[src/rtl/debouncer_pkg.sv]
// Shared definitions for the button/switch debouncer.
//   COUNT_W     : width of the stability counter exposed on `count`
//   last_count  : terminal value of the stability counter for a given
//                 number of consecutive disagreeing ticks
package debouncer_pkg;

    localparam int COUNT_W = 8;

    function automatic logic [COUNT_W-1:0] last_count(input int stable_ticks);
        return COUNT_W'(stable_ticks - 1);
    endfunction

endpackage

[src/rtl/debounce_tick_gen.sv]
// Free-running prescaler that produces the debouncer sample tick.
// The counter runs 0..TICK_CYCLES-1 and wraps. It is never restarted by
// input activity.
// Ports:
//   clk   : system clock, rising edge
//   reset : asynchronous active-high reset
//   tick  : registered strobe, high for the one cycle in which the
//           prescaler equals TICK_CYCLES-1
module debounce_tick_gen #(
    parameter int TICK_CYCLES = 50000
) (
    input  logic clk,
    input  logic reset,
    output logic tick
);

    localparam int PRE_W = $clog2(TICK_CYCLES);
    localparam logic [PRE_W-1:0] PRE_LAST = PRE_W'(TICK_CYCLES - 1);
    localparam logic [PRE_W-1:0] PRE_PENULT = PRE_W'(TICK_CYCLES - 2);

    logic [PRE_W-1:0] r_pre;
    logic             r_tick;

    // The strobe is registered one count early so that it is high exactly
    // while r_pre holds its terminal value.
    always_ff @(posedge clk or posedge reset) begin
        if (reset) begin
            r_pre  <= '0;
            r_tick <= 1'b0;
        end else begin
            if (r_pre == PRE_LAST) begin
                r_pre <= '0;
            end else begin
                r_pre <= r_pre + 1'b1;
            end
            r_tick <= (r_pre == PRE_PENULT);
        end
    end

    assign tick = r_tick;

endmodule

[src/rtl/debouncer.sv]
// Debounces one noisy asynchronous level input into a clean registered
// level. The input is synchronised through two flops, sampled on a slow
// prescaled tick, and `out` only follows it after the synchronised input
// has disagreed with `out` on STABLE_TICKS consecutive ticks.
// Ports:
//   clk   : system clock, rising edge
//   reset : asynchronous active-high reset, clears all state
//   in    : raw asynchronous input level
//   out   : debounced level (registered)
//   chk   : one-cycle pulse on each sample tick (registered)
//   count : consecutive disagreeing ticks seen so far
module debouncer
    import debouncer_pkg::*;
#(
    parameter int TICK_CYCLES  = 50000,
    parameter int STABLE_TICKS = 20,
    parameter int CNT_W        = COUNT_W
) (
    input  logic             clk,
    input  logic             reset,
    input  logic             in,
    output logic             out,
    output logic             chk,
    output logic [CNT_W-1:0] count
);

    localparam logic [CNT_W-1:0] CNT_LAST = CNT_W'(last_count(STABLE_TICKS));

    logic [1:0]       r_sync;
    logic             r_out;
    logic [CNT_W-1:0] r_count;
    logic             w_in_s;
    logic             w_tick;

    debounce_tick_gen #(
        .TICK_CYCLES(TICK_CYCLES)
    ) u_tick_gen (
        .clk  (clk),
        .reset(reset),
        .tick (w_tick)
    );

    always_ff @(posedge clk or posedge reset) begin
        if (reset) begin
            r_sync <= 2'b00;
        end else begin
            r_sync <= {r_sync[0], in};
        end
    end

    assign w_in_s = r_sync[1];

    // Any agreeing cycle clears the count, even on a tick, so a single
    // cycle of agreement aborts a pending transition. The count stops at
    // CNT_LAST because that tick flips `out` and restarts from zero.
    always_ff @(posedge clk or posedge reset) begin
        if (reset) begin
            r_out   <= 1'b0;
            r_count <= '0;
        end else if (w_in_s == r_out) begin
            r_count <= '0;
        end else if (w_tick) begin
            if (r_count == CNT_LAST) begin
                r_out   <= w_in_s;
                r_count <= '0;
            end else begin
                r_count <= r_count + 1'b1;
            end
        end
    end

    assign out   = r_out;
    assign chk   = w_tick;
    assign count = r_count;

endmodule

[config.mk]
export PLATFORM = sky130hd
export DESIGN_NAME = debouncer
export DESIGN_NICKNAME = d
export VERILOG_FILES = /design/src/rtl/debouncer_pkg.sv /design/src/rtl/debounce_tick_gen.sv /design/src/rtl/debouncer.sv
export SDC_FILE = /design/constraint.sdc
export NUM_CORES = 1
export LEC_CHECK = 0
export CORE_ASPECT_RATIO = 1.75
export CORE_MARGIN = 3
export CORE_UTILIZATION = 40
export CTS_CLUSTER_SIZE = 16
export DETAILED_ROUTE_END_ITERATION = 10
export GPL_TIMING_DRIVEN = 0
export SLEW_MARGIN = 10
export SYNTH_ARGS = -nofsm -noshare
export SYNTH_HDL_FRONTEND = slang
export SYNTH_SLANG_ARGS = --single-unit
[constraint.sdc]
create_clock -name clk -period 1.3 [get_ports clk]
set_input_delay 0.13 -clock clk [delete_from_list [all_inputs] [get_ports clk]]
set_output_delay 0.13 -clock clk [all_outputs]
set_load 0.05 [all_outputs]
Word-level counts from Yosys, hierarchy flattened --
Index checks and enable logic that the tools add are counted.
Word-level totals: flip-flop bits (word level) 28, bits in latches 0, bits in writable memories 0, memory bits (read-only) 0, bits of input ports 3, word-level logic and storage cells 18, memories kept 0
Cells by class: add/subtract/negate cells 2, $mul 0, div/mod/pow operators 0, $lt $le $gt $ge 0, equal/unequal tests 4, shifts and indexed selects 0, muxes and demuxes 4, bitwise operators 1, reductions and logical operators 2
Operators by type and width (count):
- 16-bit == test, second input constant | 2
- 8-bit two-way mux | 3
- 16-bit by 1-bit adder with 16-bit output, second input constant | 1
- 16-bit two-way mux | 1
- 8-bit by 1-bit adder with 8-bit output, second input constant | 1
- 8-bit by 5-bit == test with 1-bit output, second input constant | 1
- 3-bit AND reduction | 1
- 2-bit nonzero test | 1
- 1-bit == test | 1
- 1-bit NOT | 1

Depth between registers and ports, before layout --
word-level depth 4, gate-level depth with buffers 5, mapped depth without buffers 5

Modules after synthesis --
Synthesis repeated with hierarchy kept, for this count alone.
Unflattened totals: cell total of the unflattened synthesis 128, area, all modules 1395.1 µm²
By module, submodules not included:
- debounce_tick_gen | times used 1, cells each 75, area each 814.5 µm², sequential area each 425.4 µm²
- debouncer | times used 1, cells each 53, area each 580.6 µm², sequential area each 275.3 µm²

Worst setup path before layout --
OpenSTA, ideal clock, no wires.
path type reg2reg, start point register r_count[0] (netlist: count[0]), end point register r_out (netlist: out), arrival 1.669 ns, data required time 1.175 ns, path slack -0.494 ns, stages on the path, launching flop included 5, path buffers 0, period minus slack after synthesis 1.794 ns, cells stage by stage dfrtp_1 > ha_1 > nor4b_1 > nand4_1 > mux2_2
On the way: longest elaborated chain between the ends 2
RTL lines:
- start, declared | line debouncer.sv:31 | logic [CNT_W-1:0] r_count;
- start signal, assigned | line debouncer.sv:67 | r_count <= r_count + 1'b1;
- 8-bit by 5-bit == test with 1-bit output | line debouncer.sv:63 | if (r_count == CNT_LAST) begin
- 3-bit AND reduction (no source line)
- end signal, assigned | line debouncer.sv:64 | r_out <= w_in_s;
- end, declared | line debouncer.sv:30 | logic r_out;
Every way passes these cells. A chain may end at the register's enable or synchronous reset.

Worst setup path after layout --
start point register r_count[1] (netlist: count[1]), end point register r_count[5] (netlist: count[5])
On the way: longest elaborated chain between the ends 4
RTL lines:
- 8-bit by 1-bit adder with 8-bit output / 8-bit by 5-bit == test with 1-bit output (equally long branches) | line debouncer.sv:67, debouncer.sv:63
- 8-bit two-way mux * | line debouncer.sv:63
- 8-bit two-way mux * | line debouncer.sv:62 | end else if (w_tick) begin
- 8-bit two-way mux * | line debouncer.sv:60 | end else if (w_in_s == r_out) begin
Every way passes the cells marked *; elsewhere a longest branch is shown, timed or not. The select of a mux whose other input is x is not followed.

==> flow_metrics.tcl <==
set metrics [dict create \
    max_freq_mhz 710 \
    drtIter0Drc 23 \
    clock-sinks 28 \
    postPlaceCellArea_um2 1600 \
    cp.arrival_ns 1.57 \
    switching_share_pct 20.1 \
    area_delta_synth_final_pct 36.6 \
    die-height_um 83.0 \
    start_util_pct 42.2 \
    core_area_um2 3210 \
    critical-path-top-delay-family "simple AND/OR/NAND/NOR gates" \
    ir_worst_vdd_v 0.00100 \
    synth-seq-area-share_pct 51.7 \
    setup_tns_ns -0.987 \
    syn_area_um2 1360 \
    required_ns 1.46 \
    worstSetupEndpointType "flip-flop" \
    grt_max_degree 29 \
    power_mw 1.44 \
    cap_violations 0 \
    grt_pass1_vias 991 \
    critPathMaxStageDelay_ns 0.40 \
    vias 992 \
    synthArstFlopShare_pct 100 \
    leakage_nw 0.806 \
    drv_slew 0 \
    clk_latency_ns 0.27 \
    p_switching_mw 0.290 \
    path_max_fanout 7 \
    synth_nets 131 \
    r2r_cells 6 \
    grt_usage_pct 14.1 \
    grt-ovfl-total 0 \
    power_frac_seq_pct 60.6 \
    clkTransAtPathRegs_ns 0.10 \
    worstPathCellList "ha_4 > nor4b_4 > nand4_1 > buf_4 > nand2b_4 > nor2_1" \
    tritoncts "done" \
    cts-root-buf "clkbuf_8" \
    hold_viol 0 \
    drc 0 \
    wirelength_um 2750 \
    drive_gt1_share_pct 42.8 \
    slowest_stage "dfrtp_2" \
    whs_ns 0.263 \
    setup_ws_ns -0.109 \
    combPwrFrac_pct 2.5 \
    internal-power_mw 1.15 \
    place.gp.congestion 0.759 \
    vias_per_cell 5.09 \
    io_buffer_count 12 \
    place_ws_ns -0.211 \
    synth_edf_count 0 \
    cp-start-kind "flip-flop" \
    outcome "finished, violations left" \
    finalCriticalPeriod_ns 1.41 \
    fin_skew_ns 0.0115 \
    grt_pass1_wl_um 4610 \
    ys_types 30 \
    hp-class "in2async" \
    pwr-share-clk_pct 36.9 \
    wl_per_cell_um 14.1 \
    rsz0062_at_grt "yes" \
    die_area_um2 4150 \
    nets 159 \
    dp_cells 180 \
    antenna_left 0 \
    stdcell_count 195 \
    ys_ff_latch 28 \
    cts_buffers 3 \
    multi_input_area_um2 802 \
    yosysWarnings 0 \
    num_rows 27 \
    synthCells 125 \
    stdcell_area_um2 1850 \
    antenna_found_initial 0 \
    worstSetupPathDepth 6 \
    violations "setup timing" \
    die_w_um 50.0 \
    first_pass_iters 4 \
    fin_util_pct 57.7 \
    crit_type "reg2reg" \
    slew_headroom_pct 59.6 \
    worstMarginPinSlew_ns 0.605 \
    clock_path_buffers 2 \
    place_hpwl_um 1820 \
    n_fill_cell 281 \
    synth_ff_type "dfrtp_1" \
    cellPowerDensity_nw_per_um2 780 \
    seq_area_um2 716 \
    h-tree-depth 1 \
    io_pins 13 \
    setup_viol 15 \
    worst-path-buf-inv 1 \
    n_antenna_cell 0 \
    syn_avg_cell_area_um2 10.8 \
    period_share_pct 108 \
]
-- logic make-up after synthesis --
family | count (synthesis) | synth area share (%)
and+or+nand+nor | 56 | 24.9
adders and majority gates | 3 | 2.77
muxes | 1 | 0.831
buffers and inverters | 7 | 2.03
xor gates and xnor gates | 20 | 12.9
DFF | 28 | 51.7
AOI/OAI and AO/OA | 10 | 4.80
-- power by group through the flow --
stage | clock, mW | sequential, mW | combinational (mW)
finish | 0.533 | 0.875 | 0.0363
global route | 0.567 | 0.875 | 0.0415
CTS | 0.539 | 0.875 | 0.0355
detailed placement | 0 | 0.892 | 0.0337
global placement | 0 | 0.892 | 0.0330
floorplan | 0 | 0.892 | 0.0202
-- final cells by class --
type,instances,share of cell area [%]
multi-input cells,90,43.3
flip-flops and latches,28,38.7
repair buffers,24,10.6
clock buffers,4,2.97
well taps,43,2.91
inverters,5,1.22
plain buffers,1,0.270
-- sequential cells by signal, indices dropped and copies added, names as in the netlist --
register	count
count	8
out	1
r_sync	2
u_tick_gen.r_pre	16
u_tick_gen.tick	1
-- layout by cell type, fill, tap and decap left out, drive strengths merged, types with 2 or more instances in the layout --
master and n:
a31oi 2, and3 2, and4 3, buf 15, clkbuf 6, clkdlybuf4s15 6
clkdlybuf4s50 2, dfrtp 28, ha 3, inv 4, nand2 6, nand2b 2
nand3 9, nand4 4, nor2 19, nor3 4, nor4 5, nor4b 2
o2111ai 2, o211ai 2, o21ai 3, xnor2 8, xor2 12
-- path summary, 6_finish.rpt --
kind	slack, ns	end	from
max	-0.11	count[5]	count[1]
min	0.26	count[4]	reset
max reg2reg	-0.11	count[5]	count[1]
min reg2reg	0.36	r_sync[1]	r_sync[0]
max in group asynchronous	0.65	u_tick_gen.r_pre[1]	reset
min in group clk	0.30	r_sync[0]	in
-- cell usage after synthesis, types with 3 or more instances --
master / count / area share [%]
xnor2_1: 8 / 5.2
ha_1: 3 / 2.8
nand3_1: 7 / 2.6
nand2_1: 6 / 1.7
nor3_1: 4 / 1.5
nor4_1: 3 / 1.4
and4_1: 3 / 1.9
nor2_1: 17 / 4.7
o21ai_0: 3 / 1.1
xor2_1: 12 / 7.8
dfrtp_1: 28 / 52
inv_1: 5 / 1.4
-- layer usage --
metal / GRT usage [%] / wire length (um)
met5: 0 / 0
met3: 1.62 / 55
met4: 5.29 / 36
met1: 16.1 / 1110
met2: 25.8 / 1550
-- timing repair --
action,in CTS,in global routing
resized for setup,39,26
hold buffers,0,0
buffers inserted,6,6
pin swaps,9,9
endpoints found under the setup margin,29,35
No activity file was read; power rests on OpenSTA's default activity.
